===== src/rtl/result_stream_if.sv =====
// Purpose: bundles the control, RAM read port and output byte stream of result_stream_reader.
// Latency: none (wires only).
// Backpressure: out_valid/out_ready handshake on the stream; the RAM port has no backpressure.
// Ports: master = the reader (drives busy/done/mem_addr/mem_rd/out_*/checksum);
//        slave  = host + RAM side (drives start/tile_order/mem_data/out_ready).
interface result_stream_if #(
  parameter int ADDR_W = 19
);
  logic              start;
  logic              tile_order;
  logic              busy;
  logic              done;
  logic [ADDR_W-1:0] mem_addr;
  logic              mem_rd;
  logic [7:0]        mem_data;
  logic [7:0]        out_data;
  logic              out_valid;
  logic              out_ready;
  logic              out_last;
  logic [15:0]       checksum;

  modport master (
    input  start, tile_order, mem_data, out_ready,
    output busy, done, mem_addr, mem_rd, out_data, out_valid, out_last, checksum
  );

  modport slave (
    output start, tile_order, mem_data, out_ready,
    input  busy, done, mem_addr, mem_rd, out_data, out_valid, out_last, checksum
  );
endinterface


===== src/rtl/result_stream_reader.sv =====
// Purpose: reads an IMG_W x IMG_H byte image from a sync-read RAM in raster or TILE x TILE
//          tile order and streams it out as bytes with a last flag.
// Latency: first byte valid RD_LAT+2 cycles after start; start-to-done IMG_W*IMG_H+RD_LAT+3 with
//          out_ready held high. Backpressure: reads are issued only while FIFO entries plus reads
//          in flight leave room, so a stalled sink stalls issue and nothing is dropped.
// Ports: clk, rst (async, active-high); bus (result_stream_if.master): start/tile_order in,
//        busy/done out, mem_addr/mem_rd out + mem_data in, out_data/out_valid/out_last out +
//        out_ready in, checksum out.
// Option: define RESULT_READER_CHECKSUM_EN to build the 16-bit running byte sum; otherwise
//         checksum is tied to 0.
module result_stream_reader #(
  parameter int IMG_W      = 400,
  parameter int IMG_H      = 400,
  parameter int TILE       = 10,
  parameter int ADDR_W     = 19,
  parameter int RD_LAT     = 1,
  parameter int FIFO_DEPTH = 4
) (
  input  logic             clk,
  input  logic             rst,
  result_stream_if.master  bus
);

  localparam int NPIX    = IMG_W * IMG_H;
  localparam int TILES_X = IMG_W / TILE;
  localparam int TW      = $clog2(TILE + 1);
  localparam int TXW     = $clog2(TILES_X + 1);
  localparam int PW      = $clog2(FIFO_DEPTH);
  localparam int CW      = $clog2(FIFO_DEPTH + 1);

  localparam logic [ADDR_W-1:0] LAST_PIX  = ADDR_W'(NPIX - 1);
  // End of a tile row -> start of the next row in the same tile.
  localparam logic [ADDR_W-1:0] ROW_STEP  = ADDR_W'(IMG_W - TILE + 1);
  localparam logic [ADDR_W-1:0] TILE_STEP = ADDR_W'(TILE);
  // Last tile of a tile row -> first tile of the next tile row.
  localparam logic [ADDR_W-1:0] TROW_STEP = ADDR_W'(TILE * IMG_W - IMG_W + TILE);

  typedef enum logic [1:0] {IDLE, RUN, DRAIN, DONE} state_t;
  state_t state, state_nx;

  logic              order_q;
  logic [ADDR_W-1:0] pix_cnt, addr_q, tile_base;
  logic [TW-1:0]     c_cnt, r_cnt;
  logic [TXW-1:0]    tx_cnt;
  logic              last_xfer;

  logic [RD_LAT-1:0] pipe_vld, pipe_last;
  logic [CW-1:0]     inflight, fifo_count;
  logic [CW:0]       occ;
  logic [8:0]        fifo_mem [FIFO_DEPTH];
  logic [PW-1:0]     wr_ptr, rd_ptr;

  logic start_acc, issue, issue_last, push, pop, credit_ok;

  assign start_acc  = (state == IDLE) && bus.start;
  assign issue_last = (pix_cnt == LAST_PIX);
  assign push       = pipe_vld[RD_LAT-1];
  assign pop        = bus.out_valid && bus.out_ready;

  always_comb begin
    inflight = '0;
    for (int i = 0; i < RD_LAT; i++) inflight = inflight + CW'(pipe_vld[i]);
  end

  // A pop this cycle frees an entry before the new read can land, so it counts as credit.
  assign occ       = {1'b0, fifo_count} + {1'b0, inflight} - (CW+1)'(pop);
  assign credit_ok = occ < (CW+1)'(FIFO_DEPTH);
  assign issue     = (state == RUN) && credit_ok;

  always_ff @(posedge clk or posedge rst) begin
    if (rst) state <= IDLE;
    else     state <= state_nx;
  end

  always_comb begin
    state_nx = state;
    case (state)
      IDLE:    if (bus.start) state_nx = RUN;
      RUN:     if (issue && issue_last) state_nx = DRAIN;
      DRAIN:   if (fifo_count == '0 && inflight == '0 && last_xfer) state_nx = DONE;
      DONE:    state_nx = IDLE;
      default: state_nx = IDLE;
    endcase
  end

  // Address generation: running bases and increments only.
  always_ff @(posedge clk or posedge rst) begin
    if (rst) begin
      order_q   <= 1'b0;
      pix_cnt   <= '0;
      addr_q    <= '0;
      tile_base <= '0;
      c_cnt     <= '0;
      r_cnt     <= '0;
      tx_cnt    <= '0;
    end else if (start_acc) begin
      order_q   <= bus.tile_order;
      pix_cnt   <= '0;
      addr_q    <= '0;
      tile_base <= '0;
      c_cnt     <= '0;
      r_cnt     <= '0;
      tx_cnt    <= '0;
    end else if (issue) begin
      pix_cnt <= issue_last ? '0 : pix_cnt + 1'b1;
      if (!order_q) begin
        addr_q <= issue_last ? '0 : addr_q + 1'b1;
      end else if (c_cnt != TW'(TILE - 1)) begin
        c_cnt  <= c_cnt + 1'b1;
        addr_q <= addr_q + 1'b1;
      end else begin
        c_cnt <= '0;
        if (r_cnt != TW'(TILE - 1)) begin
          r_cnt  <= r_cnt + 1'b1;
          addr_q <= addr_q + ROW_STEP;
        end else begin
          r_cnt <= '0;
          if (tx_cnt != TXW'(TILES_X - 1)) begin
            tx_cnt    <= tx_cnt + 1'b1;
            tile_base <= tile_base + TILE_STEP;
            addr_q    <= tile_base + TILE_STEP;
          end else begin
            tx_cnt    <= '0;
            tile_base <= issue_last ? '0 : tile_base + TROW_STEP;
            addr_q    <= issue_last ? '0 : tile_base + TROW_STEP;
          end
        end
      end
    end
  end

  // Read-latency tracker: each issued read carries its last tag until its data returns.
  always_ff @(posedge clk or posedge rst) begin
    if (rst) begin
      pipe_vld  <= '0;
      pipe_last <= '0;
    end else begin
      pipe_vld[0]  <= issue;
      pipe_last[0] <= issue && issue_last;
      for (int i = 1; i < RD_LAT; i++) begin
        pipe_vld[i]  <= pipe_vld[i-1];
        pipe_last[i] <= pipe_last[i-1];
      end
    end
  end

  // Output FIFO of {last, data}.
  always_ff @(posedge clk or posedge rst) begin
    if (rst) begin
      for (int i = 0; i < FIFO_DEPTH; i++) fifo_mem[i] <= '0;
      wr_ptr     <= '0;
      rd_ptr     <= '0;
      fifo_count <= '0;
    end else begin
      if (push) begin
        fifo_mem[wr_ptr] <= {pipe_last[RD_LAT-1], bus.mem_data};
        wr_ptr <= (wr_ptr == PW'(FIFO_DEPTH - 1)) ? '0 : wr_ptr + 1'b1;
      end
      if (pop) rd_ptr <= (rd_ptr == PW'(FIFO_DEPTH - 1)) ? '0 : rd_ptr + 1'b1;
      case ({push, pop})
        2'b10:   fifo_count <= fifo_count + 1'b1;
        2'b01:   fifo_count <= fifo_count - 1'b1;
        default: fifo_count <= fifo_count;
      endcase
    end
  end

  always_ff @(posedge clk or posedge rst) begin
    if (rst)                       last_xfer <= 1'b0;
    else if (start_acc)            last_xfer <= 1'b0;
    else if (pop && bus.out_last)  last_xfer <= 1'b1;
  end

  assign bus.busy      = (state != IDLE);
  assign bus.done      = (state == DONE);
  assign bus.mem_addr  = addr_q;
  assign bus.mem_rd    = issue;
  assign bus.out_valid = (fifo_count != '0);
  assign bus.out_data  = fifo_mem[rd_ptr][7:0];
  assign bus.out_last  = bus.out_valid && fifo_mem[rd_ptr][8];

`ifdef RESULT_READER_CHECKSUM_EN
  logic [15:0] csum_q;
  always_ff @(posedge clk or posedge rst) begin
    if (rst)            csum_q <= '0;
    else if (start_acc) csum_q <= '0;
    else if (pop)       csum_q <= csum_q + {8'd0, bus.out_data};
  end
  assign bus.checksum = csum_q;
`else
  assign bus.checksum = '0;
`endif

endmodule


===== src/flat_wrapper.sv =====
// flat-port wrapper written by rule: the top's interface ports become plain ports
module result_stream_reader_flat 
#(
  parameter int IMG_W      = 400,
  parameter int IMG_H      = 400,
  parameter int TILE       = 10,
  parameter int ADDR_W     = 19,
  parameter int RD_LAT     = 1,
  parameter int FIFO_DEPTH = 4
)
  (clk, rst, bus_start, bus_tile_order, bus_mem_data, bus_out_ready, bus_busy, bus_done, bus_mem_addr, bus_mem_rd, bus_out_data, bus_out_valid, bus_out_last, bus_checksum);
  result_stream_if #(.ADDR_W(ADDR_W)) bus_i ();
  input  logic clk;
  input  logic rst;
  input wire logic [$bits(bus_i.start)-1:0] bus_start;
  input wire logic [$bits(bus_i.tile_order)-1:0] bus_tile_order;
  input wire logic [$bits(bus_i.mem_data)-1:0] bus_mem_data;
  input wire logic [$bits(bus_i.out_ready)-1:0] bus_out_ready;
  output wire logic [$bits(bus_i.busy)-1:0] bus_busy;
  output wire logic [$bits(bus_i.done)-1:0] bus_done;
  output wire logic [$bits(bus_i.mem_addr)-1:0] bus_mem_addr;
  output wire logic [$bits(bus_i.mem_rd)-1:0] bus_mem_rd;
  output wire logic [$bits(bus_i.out_data)-1:0] bus_out_data;
  output wire logic [$bits(bus_i.out_valid)-1:0] bus_out_valid;
  output wire logic [$bits(bus_i.out_last)-1:0] bus_out_last;
  output wire logic [$bits(bus_i.checksum)-1:0] bus_checksum;
  assign bus_i.start = bus_start;
  assign bus_i.tile_order = bus_tile_order;
  assign bus_i.mem_data = bus_mem_data;
  assign bus_i.out_ready = bus_out_ready;
  assign bus_busy = bus_i.busy;
  assign bus_done = bus_i.done;
  assign bus_mem_addr = bus_i.mem_addr;
  assign bus_mem_rd = bus_i.mem_rd;
  assign bus_out_data = bus_i.out_data;
  assign bus_out_valid = bus_i.out_valid;
  assign bus_out_last = bus_i.out_last;
  assign bus_checksum = bus_i.checksum;
  result_stream_reader #(.IMG_W(IMG_W), .IMG_H(IMG_H), .TILE(TILE), .ADDR_W(ADDR_W), .RD_LAT(RD_LAT), .FIFO_DEPTH(FIFO_DEPTH)) u_core (.clk(clk), .rst(rst), .bus(bus_i));
endmodule

===== config.mk =====
export PLATFORM = sky130hd
export DESIGN_NAME = result_stream_reader_flat
export DESIGN_NICKNAME = d
export VERILOG_FILES = /design/src/rtl/result_stream_if.sv /design/src/rtl/result_stream_reader.sv /design/src/flat_wrapper.sv
export SDC_FILE = /design/constraint.sdc
export NUM_CORES = 1
export LEC_CHECK = 0
export ABC_AREA = 1
export CORE_ASPECT_RATIO = 1.25
export CORE_MARGIN = 1.5
export CORE_UTILIZATION = 40
export DETAILED_ROUTE_END_ITERATION = 8
export PLACE_DENSITY = 0.59
export SLEW_MARGIN = 20
export SYNTH_ARGS = -nofsm -noshare
export SYNTH_HDL_FRONTEND = slang
export SYNTH_SLANG_ARGS = --single-unit

===== constraint.sdc =====
create_clock -name clk -period 6.63 [get_ports clk]
set_clock_uncertainty 0.1 [all_clocks]
set_input_delay 1.989 -clock clk [delete_from_list [all_inputs] [get_ports clk]]
set_output_delay 1.989 -clock clk [all_outputs]
set_load 0.02 [all_outputs]

==> results of run 1 <==
-- routing by layer --
layer / track usage, % / vias to the layer above
li1: - / 4184
met1: 28.8 / 3855
met2: 39.6 / 193
met3: 3.59 / 28
met4: 6.55 / 0
met5: 0 / -
-- flip-flops by register name, indices dropped and copies added (netlist names), 2 cells and up --
name / flops
u_core.tile_base: 19
u_core.state: 2
u_core.rd_ptr: 2
u_core.fifo_count: 3
u_core.c_cnt: 4
u_core.wr_ptr: 2
u_core.fifo_mem: 36
u_core.bus.mem_addr: 19
u_core.tx_cnt: 6
u_core.pix_cnt: 19
u_core.r_cnt: 4
-- Yosys cell counts (all sizes together) --
cell    instances
nand2         413
nor2          138
inv           130
dfrtp         120
nand3         115
o21ai         113
buf            47
nand4          44
a21oi          41
xor2           29
ha             21
clkbuf         16
or2            14
nor3           12
o22ai           9
nor4            6
nand3b          4
nor3b           3
o21bai          2
xnor2           2
a31oi           1
clkinv          1
conb            1
fa              1
mux2            1
o211ai          1
o31ai           1
-- metrics by stage --
stage | std cells | worst slack, ns | total power [mW] | util (%)
2_1_floorplan | 1301 | 1.36 | 2.36 | -
3_3_place_gp | 1564 | 0.253 | 2.87 | 43.5
3_5_place_dp | 1564 | 0.177 | 2.90 | 43.5
4_1_cts | 1596 | 0.167 | 3.88 | 46.4
5_1_grt | 1596 | 0.0474 | 4.15 | 46.4
6_report | 1596 | 0.170 | 3.85 | 46.4
-- tightest hold or removal path: stages, from the launching register on --
cell	delay, ns
dfrtp_1	0.34
nand2_1	0.05
o21ai_0	0.06
-- cell families after synthesis --
kind of cell             after synthesis
AND/OR/NAND/NOR                      749
buffers and inverters                194
flip-flops                           120
adder cells (fa/ha/maj)               22
other                                  1
AO/OA/AOI/OAI                        168
XOR/XNOR                              31
multiplexers                           1
-- area by class of cell --
cell class	count	share of cell area, %
Clock inverter	14	1.79
Tap cell	274	3.53
Multi-Input combinational cell	987	49.2
Inverter	131	5.08
Timing Repair Buffer	52	5.15
Sequential cell	120	30.9
Clock buffer	18	4.41
-- how the worst max path moves through the flow --
stage	startpoint	endpoint	slack, ns	cells past startpoint
2_1_floorplan	rst	u_core.bus.mem_addr[0]$_DFFE_PP0P_	1.36	1
3_3_place_gp	bus_out_ready	bus_mem_rd	0.25	10
3_5_place_dp	bus_out_ready	bus_mem_rd	0.18	10
4_1_cts	bus_out_ready	bus_mem_rd	0.17	10
5_1_grt	bus_out_ready	bus_mem_rd	0.05	11
6_report	bus_out_ready	bus_mem_rd	0.17	10
-- power breakdown --
group          total, mW  switching [mW]  leakage, nW  internal (mW)
Clock              0.965           0.371        0.295          0.595
Combinational       1.68            1.10         2.88          0.586
Sequential          1.20           0.250         1.53          0.946
Total               3.85            1.72         4.70           2.13
==> run metrics, run 1 <==
CP peak stage delay=0.65 ns; reg-to-reg setup timing slack=3.27 ns; Seq/Total Area, Yosys=35.0%; area share of and/or/nand/nor cells after synthesis=38.2%; Initial Util=41.0%; I/O pin cnt=61; largest net degree at the start of global routing=63; die area=22400 sq um; CTS resizes=0; post-layout min period=6.46 ns; largest cells by area after synthesis=dfrtp_1 35%, nand2_1 18%, nand3_1 6.4%; Hold Fails Final Rpt=0; Lkg Pwr=4.70 nW; CP top delay family=buffers and inverters; top sig layer=met4; Worst-Skew Late Latency=0.42 ns; postcts setup bufs=0; Rel. slew slack=36.9%; final wirelength=24.3 mm; top-area cell type share of the netlist area=35.0%; diode count=0; Netlist Area Pre-Place=8590 sq um; hold depth=2; TritonCTS Buffers=17; reg2reg end=u_core.bus.mem_addr[8]$_DFFE_PP0P_; Slew Viols, Final=0; Root Buffer=clkbuf_16; crit-path cells=clkdlybuf4s50_1 -> nand2_2 -> nor2_1 -> inv_1 -> ha_1 -> nand4_2 -> nand3_1 -> nand3_4 -> inv_1 -> clkdlybuf4s50_1; CTS tree=done; Port Buffers=44; die width=134 um; wire length per cell=15.3 um; fillers=2206; routed wl met2=11.9 mm; vias post-DR=8260; CP arrival=4.37 ns; # setup viols final=0; Vias/cell=5.18; wl on met1=10.9 mm; row count=59; Hold Path Sink=u_core.fifo_mem[13]$_DFFE_PP0P_; MaxCap Viol Count=0; Worst Path Max Fanout=6; most frequent cells in the layout=405 x nand2_1, 128 x inv_1, 125 x nor2_1, 120 x dfrtp_1, 110 x nand3_1; Max VDD drop=0.212 mV; Syn Area/Cell=6.68 sq um; commonest non-fill, non-tap cell in the layout=nand2_1; Worst Setup Start Kind=input pin; DRT Pass-1 Iters=5; Design Area, Final=9720 sq um; total negative slack=0 ns; adder-cell share of the synthesized area=3.29%; Mapped Cells=1286; #FFs+latches synth=120; Pwr Density=396 nW/um^2; post-synthesis cell type count=40; outcome=finished, final reports clean; Crit. End Element=output pin; Synth Area in Compound Gates=10.1%; fraction of layout cells with a size suffix above 1=6.43%; DP Wirelength=17.1 mm; Worst-Margin Slew=0.944 ns; Synth area leader=dfrtp_1; largest family of logic cells by synthesized area=simple AND/OR/NAND/NOR gates; initial antenna violation count=0; YS warnings=0; Core Region=21000 sq um; Die Span Y=167 um; worst path bufs/invs=4; Worst Hold Class=register to register; Area Growth Syn to Fin=13.2%; top achievable clock speed=0.155 GHz; Critical Path RT=4.54 ns; GR Overflow Total=0; post-synthesis xor/xnor area fraction=3.16%; hold_ws=0.380 ns; Detail Route Antenna Nets=0; CTS sink count=120; number of remaining DRC errors=0; slowest library cell on the worst path=clkdlybuf4s50_1; first-pass GRT wire length=40.7 mm; CP Class=input pin to output pin; metal3 WL=1.09 mm; RSZ-0062 raised after global routing=false; GP Congestion=0.926; DP Area=9120 sq um; CTS Hold Bufs=0; clock tree buffer depth=2; Register Area=3000 sq um; fin nets=1344; Reg-to-Reg Start=u_core.c_cnt[1]$_DFFE_PP0P_; H-tree Lvls=4; vias in the first global route=7890; initial DRC count=573; Min-Delay Startpoint=u_core.fifo_mem[13]$_DFFE_PP0P_; Worst R2R Path Depth=11; fin crit share=97.4%; mux contribution to synthesized area=0.131%; Multi-input gate area=4780 sq um; clock-pin slew on the worst setup and hold paths=0.06 ns; All-Layer GR Usage=22.7%
(Power assumes the default switching activity.)
==> run 2: changes to the inputs <==
--- a/config.mk
+++ b/config.mk
@@ -7,8 +7,10 @@
 export LEC_CHECK = 0
 export ABC_AREA = 1
 export CORE_ASPECT_RATIO = 1.25
-export CORE_MARGIN = 1.5
+export CORE_MARGIN = 8
 export CORE_UTILIZATION = 40
+export CTS_BUF_LIST = sky130_fd_sc_hd__clkbuf_8
+export CTS_CLUSTER_SIZE = 28
 export DETAILED_ROUTE_END_ITERATION = 8
 export PLACE_DENSITY = 0.59
 export SLEW_MARGIN = 20
==> run metrics, run 2 (synthesis gave the netlist of run 1 again) <==
Non-Filler Instances=1602 (+0.38%); Worst Path Max Fanout=6 (unchanged); Multi-input gate area=4780 sq um (unchanged); GR Overflow Total=0 (unchanged); I/O pin cnt=61 (unchanged); vias in the first global route=8095 (+2.6%); commonest non-fill, non-tap cell in the layout=nand2_1; Min-Delay Startpoint=u_core.fifo_mem[21]$_DFFE_PP0P_; clock tree buffer depth=2 (unchanged); reg2reg end=u_core.bus.mem_addr[10]$_DFFE_PP0P_; CP top delay family=buffers and inverters; Post-Place Cells=1570 (+0.38%); Core Region=21300 sq um (+1.7%); diode count=0 (unchanged); post-layout min period=6.32 ns (-0.142 ns); Lkg Pwr=4.63 nW (-1.6%); most frequent cells in the layout=405 x nand2_1, 128 x inv_1, 125 x nor2_1, 120 x dfrtp_1, 110 x nand3_1; Detail Route Antenna Nets=0 (unchanged); All-Layer GR Usage=18.9% (-3.8 points); CTS tree=done; number of remaining DRC errors=0 (unchanged); Pwr Density=379 nW/um^2 (-4.3%); wire length per cell=15.3 um (about the same); final wirelength=24.5 mm (+0.44%); H-tree Lvls=4 (unchanged); CTS Hold Bufs=0 (unchanged); Root Buffer=clkbuf_8; Worst Setup Slack, final=0.312 ns (+0.142 ns); total negative slack=0 ns (unchanged); Area Growth Syn to Fin=11.4%; Die Span Y=180 um (+7.8%); outcome=finished, final reports clean; register bank with the most flops=u_core.fifo_mem; crit-path cells=clkdlybuf4s50_1 -> nand2_2 -> nor2_1 -> inv_1 -> ha_1 -> nand4_2 -> nand3_1 -> nand3_4 -> inv_1 -> clkdlybuf4s50_1; Critical Path RT=4.54 ns (about the same); Hold Path Sink=u_core.fifo_mem[21]$_DFFE_PP0P_; fin nets=1345 (+0.074%); TritonCTS Buffers=17 (unchanged); worst path bufs/invs=4 (unchanged); # setup viols final=0 (unchanged); CTS resizes=0 (unchanged); largest net degree at the start of global routing=54 (-14%); CP Class=input pin to output pin; Rel. slew slack=30.4% (-6.5 points); Crit. End Element=output pin; DP Wirelength=17.7 mm (+3.5%); top achievable clock speed=0.158 GHz (+2.2%); MaxCap Viol Count=0 (unchanged); Port Buffers=44 (unchanged); DRT Pass-1 Iters=5 (unchanged); vias post-DR=8256 (-0.048%); dpl ws=0.313 ns (+0.136 ns); fillers=2279 (+3.3%); CP peak stage delay=0.64 ns (about the same); GP Congestion=0.888 (-4.1%); CTS sink count=120 (unchanged); CP arrival=4.23 ns (-0.14 ns); reg-to-reg setup timing slack=3.12 ns (-0.15 ns); clock-pin slew on the worst setup and hold paths=0.08 ns (+0.02 ns); Worst path depth=10 (unchanged); Register Area=3000 sq um (unchanged); Initial Util=40.3% (-0.68 points); Worst Setup Start Kind=input pin; Worst R2R Path Depth=11 (unchanged); initial DRC count=539 (-5.9%); slowest library cell on the worst path=clkdlybuf4s50_1; fraction of layout cells with a size suffix above 1=6.58% (+0.15 points); Hold Fails Final Rpt=0 (unchanged); initial antenna violation count=0 (unchanged); Max VDD drop=0.225 mV (+6.5%); postcts setup bufs=0 (unchanged); Worst Hold Class=register to register; fin crit share=95.3% (-2.1 points); row count=60 (+1.7%); hold_ws=0.386 ns (+0.00583 ns); Worst-Margin Slew=1.04 ns (+0.0966 ns); Reg-to-Reg Start=u_core.c_cnt[1]$_DFFE_PP0P_; first-pass GRT wire length=41.0 mm (+0.93%); number of flip-flops in the largest register=36 (unchanged); hold depth=2 (unchanged); Slew Viols, Final=0 (unchanged); die width=147 um (+9.7%); Worst-Skew Late Latency=0.46 ns (+0.04 ns); Vias/cell=5.15 (-0.42%); RSZ-0062 raised after global routing=false; die area=26500 sq um (+18%)
run 2: through the flow:
stage | instance area, sq um | util, % | total power [mW]
CTS | 9570 | 44.9 | 3.66
floorplan | 8650 | - | 2.36
detailed placement | 9130 | 42.8 | 2.90
global route | 9570 | 44.9 | 3.93
finish | 9570 | 44.9 | 3.63
global placement | 9130 | 42.8 | 2.88
run 2: area by class of cell:
cell class | count | share of cell area, %
Clock buffer | 20 | 2.88
Clock inverter | 12 | 1.70
Inverter | 131 | 5.16
Multi-Input combinational cell | 987 | 49.9
Sequential cell | 120 | 31.4
Tap cell | 279 | 3.65
Timing Repair Buffer | 53 | 5.31
run 2: power breakdown:
group / internal [mW] / leakage, nW / total, mW / switching, mW
sequential: 0.945 / 1.53 / 1.18 / 0.231
combinational: 0.593 / 2.88 / 1.70 / 1.11
clock: 0.408 / 0.217 / 0.748 / 0.340
total: 1.95 / 4.63 / 3.63 / 1.68
run 2: worst min-delay path, cell delays in order (launching register included):
cell	delay [ns]
dfrtp_1	0.35
nand2_1	0.05
o21ai_0	0.06
run 2: worst max path at each step:
stage | from | slack [ns] | endpoint
floorplan | rst | 1.36 | u_core.bus.mem_addr[0]$_DFFE_PP0P_
global placement | bus_out_ready | 0.32 | bus_mem_rd
detailed placement | bus_out_ready | 0.31 | bus_mem_rd
CTS | bus_out_ready | 0.30 | bus_mem_rd
global route | bus_out_ready | 0.16 | bus_mem_rd
finish | bus_out_ready | 0.31 | bus_mem_rd
run 2: layer usage:
metal | track usage, % | wire length [um]
met1 | 22.3 | 10500
met4 | 5.93 | 445
met5 | 0 | 0
met3 | 3.44 | 1070
met2 | 33.7 | 12500
==> run 3: changes to the inputs <==
--- a/config.mk
+++ b/config.mk
@@ -7,7 +7,7 @@
 export LEC_CHECK = 0
 export ABC_AREA = 1
 export CORE_ASPECT_RATIO = 1.25
-export CORE_MARGIN = 8
+export CORE_MARGIN = 2
 export CORE_UTILIZATION = 40
 export CTS_BUF_LIST = sky130_fd_sc_hd__clkbuf_8
 export CTS_CLUSTER_SIZE = 28
==> run metrics, run 3 (synthesis gave the netlist of run 1 again) <==
postcts setup bufs=0 (unchanged); vias in the first global route=7805 (-3.6%); Critical Path RT=4.54 ns (about the same); first-pass GRT wire length=39.4 mm (-3.9%); dpl ws=0.234 ns (-0.0790 ns); wire length per cell=14.9 um (-2.1%); Pwr Density=373 nW/um^2 (-1.5%); top achievable clock speed=0.157 GHz (-1.1%); vias post-DR=8237 (-0.23%); outcome=finished, final reports clean; CTS sink count=120 (unchanged); CP Class=input pin to output pin; final wirelength=23.8 mm (-2.5%); CTS resizes=0 (unchanged); # setup viols final=0 (unchanged); commonest non-fill, non-tap cell in the layout=nand2_1; most frequent cells in the layout=405 x nand2_1, 128 x inv_1, 125 x nor2_1, 120 x dfrtp_1, 110 x nand3_1; CTS tree=done; MaxCap Viol Count=0 (unchanged); Lkg Pwr=4.60 nW (-0.52%); clock-pin slew on the worst setup and hold paths=0.07 ns (about the same); number of flip-flops in the largest register=36 (unchanged); fin crit share=96.3% (+1.0 points); DP Wirelength=16.7 mm (-5.6%); clock tree buffer depth=2 (unchanged); Worst Path Max Fanout=6 (unchanged); Max VDD drop=0.233 mV (+3.2%); Worst-Margin Slew=1.02 ns (-0.0198 ns); Port Buffers=44 (unchanged); Worst Setup Start Kind=input pin; final core occ=45.4% (+0.49 points); largest net degree at the start of global routing=46 (-15%); Hold Fails Final Rpt=0 (unchanged); initial antenna violation count=0 (unchanged); Initial Util=41.0% (+0.68 points); Slew Viols, Final=0 (unchanged); Non-Filler Instances=1595 (-0.44%); CP arrival=4.30 ns (+0.07 ns); I/O pin cnt=61 (unchanged); Worst-Skew Late Latency=0.45 ns (about the same); GR Overflow Total=0 (unchanged); GP Congestion=0.874 (-1.6%); All-Layer GR Usage=21.6% (+2.7 points); RSZ-0062 raised after global routing=false; die area=22700 sq um (-14%); fin nets=1343 (-0.15%); Core Region=21000 sq um (-1.7%); Detail Route Antenna Nets=0 (unchanged); Area Growth Syn to Fin=10.7%; Design Power=3.55 mW (-2.1%); DRT Pass-1 Iters=5 (unchanged); TritonCTS Buffers=17 (unchanged); Die Span Y=168 um (-6.7%); post-layout min period=6.39 ns (+0.0694 ns); Worst Hold Class=register to register; Rel. slew slack=31.7% (+1.3 points); diode count=0 (unchanged); register bank with the most flops=u_core.fifo_mem; total negative slack=0 ns (unchanged); Vias/cell=5.16 (+0.21%); CTS Hold Bufs=0 (unchanged); row count=59 (-1.7%); Worst Setup Slack, final=0.243 ns (-0.0694 ns); Post-Place Cells=1563 (-0.45%); Root Buffer=clkbuf_8; die width=135 um (-8.2%); fraction of layout cells with a size suffix above 1=6.43% (-0.14 points); Crit. End Element=output pin; initial DRC count=547 (+1.5%); number of remaining DRC errors=0 (unchanged); H-tree Lvls=4 (unchanged)
run 3: cell type report:
cell class	instances	area (sq um)
clock inverter	15	168
sequential	120	3000
timing repair buffer	51	493
multi-input combinational	987	4780
fill	2219	11500
inverter	131	494
tap	274	343
clock buffer	17	234
run 3: critical path, cell delays in order:
cell	delay [ns]
clkdlybuf4s50_1	0.54
nand2_2	0.09
nor2_1	0.09
inv_1	0.09
ha_1	0.29
nand4_2	0.11
nand3_1	0.15
nand3_4	0.14
inv_1	0.13
clkdlybuf4s50_1	0.66
run 3: metal layers:
metal	vias up	wire length [um]	track usage (%)
li1	4167	-	-
met5	-	0	0
met4	0	405	7.16
met3	26	955	3.13
met2	197	12000	38.9
met1	3847	10500	26.3
run 3: path summary, 6_finish.rpt:
kind	slack [ns]	depth (start not counted)	to	start
worst min-delay path	0.38	2	u_core.fifo_mem[23]$_DFFE_PP0P_	u_core.fifo_mem[23]$_DFFE_PP0P_
max in group asynchronous	3.63	3	u_core.rd_ptr[0]$_DFFE_PP0P_	rst
worst max register to register	3.20	11	u_core.bus.mem_addr[8]$_DFFE_PP0P_	u_core.c_cnt[1]$_DFFE_PP0P_
worst max-delay path	0.24	10	bus_mem_rd	bus_out_ready
worst min register to register	0.38	2	u_core.fifo_mem[23]$_DFFE_PP0P_	u_core.fifo_mem[23]$_DFFE_PP0P_
min in group asynchronous	1.83	2	u_core.fifo_mem[7]$_DFFE_PP0P_	rst
run 3: power breakdown:
group	internal, mW	leakage (nW)	switching (mW)
Clock	0.342	0.203	0.350
Combinational	0.585	2.87	1.08
Sequential	0.944	1.53	0.244
run 3: through the flow:
stage	cell area, sq um	hold slack [ns]
6_report	9510	0.382
5_1_grt	9510	0.412
4_1_cts	9510	0.387
3_5_place_dp	9110	0.367
3_3_place_gp	9110	0.357
2_1_floorplan	8650	0.342
